--- config.mk ---
export PLATFORM = sky130hd
export DESIGN_NAME = timer_ctrl
export DESIGN_NICKNAME = d
export VERILOG_FILES = /design/src/rtl/timer_ctrl.sv
export SDC_FILE = /design/constraint.sdc
export NUM_CORES = 1
export LEC_CHECK = 0
export CAP_MARGIN = 40
export CORE_MARGIN = 2
export CORE_UTILIZATION = 65
export CTS_CLUSTER_DIAMETER = 120
export DETAILED_ROUTE_END_ITERATION = 12
export PLACE_DENSITY_LB_ADDON = 0.1
export SLEW_MARGIN = 20
export SYNTH_ARGS = -nofsm -noshare
export SYNTH_HDL_FRONTEND = slang
export SYNTH_SLANG_ARGS = --single-unit
--- constraint.sdc ---
create_clock -name clk -period 3.6 [get_ports clk]
set_input_delay 0.54 -clock clk [delete_from_list [all_inputs] [get_ports clk]]
set_output_delay 0.54 -clock clk [all_outputs]
set_load 0.005 [all_outputs]
--- src/rtl/timer_ctrl.sv ---
`default_nettype none
`timescale 1ns/1ps
// ============================================================================
//  Module   : timer_ctrl
//  Purpose  : Stopwatch control. Synchronizes and debounces the two
//             active-low board keys, turns accepted presses into one-cycle
//             events and sequences the stopwatch through IDLE / RUN / PAUSE /
//             LAP. Produces the count-enable tick, the counter clear strobe
//             and the display lap-freeze controls.
//
//  Ports    : clk       in   system clock, rising edge
//             rst_n     in   synchronous active-low reset
//             KEY0      in   start/stop key, asynchronous, 0 = pressed
//             KEY1      in   lap/clear key, asynchronous, 0 = pressed
//             tick      out  one-cycle count-enable pulse
//             cnt_clr   out  one-cycle timer counter clear
//             lap_stb   out  one-cycle display capture pulse
//             lap_hold  out  display shows latched lap value while high
//             state     out  0 IDLE, 1 RUN, 2 PAUSE, 3 LAP
//
//  Revision : 1.0  initial release
// ============================================================================
module timer_ctrl #(
    parameter int DEBOUNCE_CYC = 250000,   // stable cycles before a level is accepted
    parameter int TICK_DIV     = 500000    // clock cycles per count tick, >= 2
) (
    input  logic       clk,
    input  logic       rst_n,
    input  logic       KEY0,
    input  logic       KEY1,
    output logic       tick,
    output logic       cnt_clr,
    output logic       lap_stb,
    output logic       lap_hold,
    output logic [1:0] state
);

    // ------------------------------------------------------------------------
    // Constants
    // ------------------------------------------------------------------------
    localparam int c_DB_W = (DEBOUNCE_CYC > 1) ? $clog2(DEBOUNCE_CYC) : 1;
    localparam int c_PS_W = $clog2(TICK_DIV);

    localparam logic [c_DB_W-1:0] c_DB_LAST = c_DB_W'(DEBOUNCE_CYC - 1);
    localparam logic [c_PS_W-1:0] c_PS_LAST = c_PS_W'(TICK_DIV - 1);

    typedef enum logic [1:0] {
        S_IDLE  = 2'd0,
        S_RUN   = 2'd1,
        S_PAUSE = 2'd2,
        S_LAP   = 2'd3
    } state_t;

    // ------------------------------------------------------------------------
    // Key conditioning: 2-FF synchronizer, debouncer, press-edge detector.
    // Bit 0 is KEY0 (start/stop), bit 1 is KEY1 (lap/clear).
    // ------------------------------------------------------------------------
    logic [1:0] w_key_raw;
    logic [1:0] w_press;

    assign w_key_raw = {KEY1, KEY0};

    generate
        for (genvar gi = 0; gi < 2; gi++) begin : g_key
            logic              r_sync1;
            logic              r_sync2;
            logic              r_acc;      // accepted (debounced) level
            logic              r_acc_d;    // accepted level one cycle ago
            logic              r_press;    // registered press event
            logic [c_DB_W-1:0] r_cnt;      // consecutive-difference counter

            always_ff @(posedge clk) begin
                if (!rst_n) begin
                    r_sync1 <= 1'b1;
                    r_sync2 <= 1'b1;
                    r_acc   <= 1'b1;
                    r_acc_d <= 1'b1;
                    r_press <= 1'b0;
                    r_cnt   <= '0;
                end else begin
                    r_sync1 <= w_key_raw[gi];
                    r_sync2 <= r_sync1;
                    r_acc_d <= r_acc;

                    // Only the accepted 1->0 edge is an event; releases are
                    // tracked by the debouncer but never reported.
                    r_press <= r_acc_d & ~r_acc;

                    // The counter measures how long the synchronized input
                    // has disagreed with the accepted level. Any agreement
                    // restarts the measurement, so a short glitch is lost.
                    if (r_sync2 == r_acc) begin
                        r_cnt <= '0;
                    end else if (r_cnt == c_DB_LAST) begin
                        r_acc <= r_sync2;
                        r_cnt <= '0;
                    end else begin
                        r_cnt <= r_cnt + 1'b1;
                    end
                end
            end

            assign w_press[gi] = r_press;
        end
    endgenerate

    // KEY0 has priority: a simultaneous KEY1 event is dropped.
    logic w_ev_start;
    logic w_ev_lap;

    assign w_ev_start = w_press[0];
    assign w_ev_lap   = w_press[1] & ~w_press[0];

    // ------------------------------------------------------------------------
    // Prescaler helpers
    // ------------------------------------------------------------------------
    state_t            r_state;
    logic              r_tick;
    logic              r_clr;
    logic              r_lap_stb;
    logic              r_lap_hold;
    logic [c_PS_W-1:0] r_presc;

    logic              w_presc_wrap;
    logic [c_PS_W-1:0] w_presc_nxt;

    assign w_presc_wrap = (r_presc == c_PS_LAST);
    assign w_presc_nxt  = w_presc_wrap ? '0 : r_presc + 1'b1;

    // ------------------------------------------------------------------------
    // Control FSM with prescaler and registered strobes.
    //
    // The prescaler advances only on edges where the stopwatch is running
    // and stays running. On the RUN/LAP -> PAUSE edge it is frozen, so the
    // paused value is exactly the phase that a later resume continues from,
    // and a wrap can never put a tick into the first PAUSE cycle.
    // ------------------------------------------------------------------------
    always_ff @(posedge clk) begin
        if (!rst_n) begin
            r_state    <= S_IDLE;
            r_tick     <= 1'b0;
            r_clr      <= 1'b0;
            r_lap_stb  <= 1'b0;
            r_lap_hold <= 1'b0;
            r_presc    <= '0;
        end else begin
            // Strobes default low so each lasts exactly one cycle.
            r_tick    <= 1'b0;
            r_clr     <= 1'b0;
            r_lap_stb <= 1'b0;

            case (r_state)
                S_IDLE: begin
                    // KEY1 does nothing here; a clear is only meaningful
                    // from PAUSE.
                    if (w_ev_start) begin
                        r_state <= S_RUN;
                        r_presc <= '0;
                    end
                end

                S_RUN: begin
                    if (w_ev_start) begin
                        r_state <= S_PAUSE;
                    end else begin
                        if (w_ev_lap) begin
                            r_state    <= S_LAP;
                            r_lap_stb  <= 1'b1;
                            r_lap_hold <= 1'b1;
                        end
                        r_presc <= w_presc_nxt;
                        r_tick  <= w_presc_wrap;
                    end
                end

                S_LAP: begin
                    // Counting continues underneath the frozen display.
                    if (w_ev_start) begin
                        r_state    <= S_PAUSE;
                        r_lap_hold <= 1'b0;
                    end else begin
                        if (w_ev_lap) begin
                            r_state    <= S_RUN;
                            r_lap_hold <= 1'b0;
                        end
                        r_presc <= w_presc_nxt;
                        r_tick  <= w_presc_wrap;
                    end
                end

                S_PAUSE: begin
                    if (w_ev_start) begin
                        // Resume keeps the prescaler phase.
                        r_state <= S_RUN;
                    end else if (w_ev_lap) begin
                        r_state <= S_IDLE;
                        r_clr   <= 1'b1;
                        r_presc <= '0;
                    end
                end

                default: begin
                    r_state <= S_IDLE;
                end
            endcase
        end
    end

    // ------------------------------------------------------------------------
    // Outputs
    // ------------------------------------------------------------------------
    assign tick     = r_tick;
    assign cnt_clr  = r_clr;
    assign lap_stb  = r_lap_stb;
    assign lap_hold = r_lap_hold;
    assign state    = r_state;

endmodule
`default_nettype wire

==> flow_summary.yaml <==
placement:
  post-place-ws_ns: 1.313
  place_hpwl_um: 3888
  dp_cells: 404
  dpl_cell_area_um2: 3218
  port_buffers: 9
  routabilityCongestion: 0.7868
clock_network:
  cts-resized-gates: 0
  htree_levels: 3
  cts_hold_buf: 0
  clk_latency_ns: 0.35
  cts_tree: "yes"
  cts_buffer_depth: 2
  clk_pin_slew_ns: 0.08
  cts_sinks: 71
  numCtsBuffers: 9
  root_buffer: "clkbuf_8"
  cts_post_setup_buffers_inserted: 0
finish:
  antenna_cells: 0
  final_util_pct: 74.31
  multiInputGateArea_um2: 1598
  fill_cells: 349
  fin_cells: 420
  drive_gt1_share_pct: 7.104
  nets: 368
  fin_area_um2: 3463
  area_growth_pct: 11.48
  regArea_um2: 1421
power_and_ir_drop:
  internal_power_mw: 1.274
  seq_power_share_pct: 50.1
  cellPowerDensity_nw_per_um2: 455.4
  finalPower_mw: 1.577
  p_clk_share_pct: 48.6
  swShare_pct: 19.21
  leakagePower_nw: 1.123
  ir_drop_v: 0.0003642
  p_comb_share_pct: 1.3
  p_sw_mw: 0.3030
logic_synthesis:
  synth_ff_type: "dfxtp_1"
  synth_edf_count: 0
  synth_top_area_share_pct: 45.75
  syn_area_um2: 3107
  synth_largest_area_cell: "dfxtp_1"
  synth.avg_cell_area_um2: 8.851
  syn_nets: 358
  ys_seq_elements: 71
  yosys_warnings: 0
  seq_area_frac_synth_pct: 45.75
  yosys-top-cells-area: "dfxtp_1 46%, nor2_1 7.4%, xor2_1 6.5%"
  synthDistinctLibCells: 44
  synth_cells: 351
  async_reset_ff_share_pct: 0
min_path:
  min_from: "g_key[1].r_sync1"
  hp-class: "flop to flop"
  worstHoldPathCells: 1
worst_setup_path:
  cp-endpoint: "r_presc[15]"
  cp-end-kind: "flop"
  rr_endpoint: "r_presc[15]"
  cp_slowest_cell: "or4b_1"
  critical_path_required_ns: 3.81
  cp.arrival_ns: 2.46
  cpPeakStageDelay_ns: 0.55
  cp_cell_sequence: "or4b_1 -> nor4_2 -> nand2_1 -> o211ai_2 -> o211ai_1"
  rr_worst_depth: 5
  r2r_start: "r_presc[9]"
  critical-path-top-delay-family: "simple AND/OR/NAND/NOR gates"
  crit_path_start: "r_presc[9]"
  r2r_slack_ns: 1.35
  critPathLaunchType: "flop"
  path_buf_inv: 0
  path_class: "flop to flop"
  critPathMaxFanout: 12
  crit_cells: 5
grt:
  grt_pass1_vias: 2168
  grt_pass1_wl_um: 9390
  antenna_found_initial: 0
  grt_max_degree: 21
  grt_use_total_pct: 22.87
  overflow: 0
timing:
  period_needed_ns: 2.251
  hold_ws_ns: 0.4151
  setup-violations-final: 0
  fin_ws_ns: 1.349
  slew_violations: 0
  fin_crit_sh_pct: 62.53
  timing.fmax_mhz: 444.2
  finalSetupTns_ns: 0
  tightest_slew_ns: 0.6897
  fin_skew_ns: 0.007823
  hold_violations: 0
  rsz0062_at_grt: "no"
  relSlewSlack_pct: 53.66
floorplan:
  rows: 25
  dieArea_um2: 5349
  dieWidth_um: 73.14
  ioPinCount: 10
  coreArea_um2: 4661
  start_util_pct: 66.66
  die_h_um: 73.14
run:
  drv_cap: 0
detailed_routing:
  drt_iter0_drc: 138
  vias: 2403
  drtPass1Iterations: 4
  routedWlPerCell_um: 13.60
  drc: 0
  totalWireLength_um: 5711
  avgViaCountPerCell: 5.721
  ant_nets: 0
status:
  status: "finished clean"
-- final cells by class --
type / count / share of cell area [%]
repair buffers: 10 / 2.818
multi-input cells: 260 / 46.13
clock buffers: 10 / 3.974
well taps: 54 / 1.951
inverters: 9 / 0.9754
clock inverters: 6 / 3.107
flip-flops and latches: 71 / 41.04
-- sequential cells by signal (all words and copies together), names as in the netlist --
| register | count |
|---|---|
| g_key.r_cnt | 36 |
| r_presc | 19 |
| g_key.r_acc | 2 |
| g_key.r_acc_d | 2 |
| g_key.r_press | 2 |
| g_key.r_sync1 | 2 |
| g_key.r_sync2 | 2 |
| state | 2 |
| cnt_clr | 1 |
| lap_hold | 1 |
| lap_stb | 1 |
| tick | 1 |
-- worst register-to-register path: cells and delay by family (launching register included) --
| kind | cells | cell delay [ns] |
|---|---|---|
| AND/OR/NAND/NOR | 3 | 1.09 |
| AO/OA/AOI/OAI | 2 | 0.65 |
| flip-flops | 1 | 0.36 |
-- layout by cell type (no fill, tap or decap), types with 4 or more instances in the layout --
cell type / count
nand2_1: 25
clkdlybuf4s50_1: 9
o21ai_0: 6
xnor2_1: 22
nand3_1: 25
nor2b_1: 4
and4_1: 5
dfxtp_1: 71
nor4_1: 5
inv_1: 9
nor2_1: 61
xor2_1: 23
nand4_1: 15
nor4b_1: 7
and3_1: 6
nand2b_1: 8
clkbuf_8: 10
nor3_1: 6
-- worst min-delay path by stage --
stage                     slack [ns]               end
after CTS                       0.42  g_key[1].r_sync2
after detailed placement        0.40  g_key[1].r_sync2
after global routing            0.43  g_key[0].r_press
after floorplan                 0.39  g_key[0].r_sync2
after global placement          0.40  g_key[1].r_sync2
final                           0.42  g_key[1].r_sync2
-- synth_stat cells, types with 4 or more instances --
cell,instances
xor2_1,23
and3_1,6
and4_1,5
nor2b_1,4
nand2_1,25
buf_2,4
inv_1,9
nor4b_1,7
nor2_1,61
nand2b_1,8
o21ai_0,6
clkbuf_1,5
dfxtp_1,71
xnor2_1,22
nand4_1,15
nand3_1,25
nor3_1,6
nor4_1,5
-- cell families (layout without fill, tap and decap cells) --
logic type / after synthesis / count (layout) / share of synthesized area [%]
AOI/OAI and AO/OA: 26 / 26 / 5.880
xor gates and xnor gates: 45 / 45 / 12.69
adders and majority gates: 3 / 3 / 1.208
buffers and inverters: 20 / 35 / 2.819
DFF: 71 / 71 / 45.75
muxes: 3 / 3 / 0.9666
and+or+nand+nor: 183 / 183 / 30.69
-- per-layer routing --
| metal | vias up | share of wire (%) | GRT usage (%) |
|---|---|---|---|
| met1 | 1124 | 47 | 27.45 |
| met2 | 33 | 48 | 37.14 |
| met3 | 10 | 3.9 | 8.564 |
| met4 | 0 | 1.3 | 8.642 |
| met5 | - | 0 | 0 |
| li1 | 1236 | - | - |
-- power by group through the flow --
stage	clock [mW]	sequential, mW	combinational (mW)
final	0.766	0.791	0.0209
after global routing	0.812	0.790	0.0233
after CTS	0.778	0.790	0.0212
after detailed placement	0	0.809	0.0211
after global placement	0	0.809	0.0209
after floorplan	0	0.808	0.0138
(Power assumes the default switching activity.)
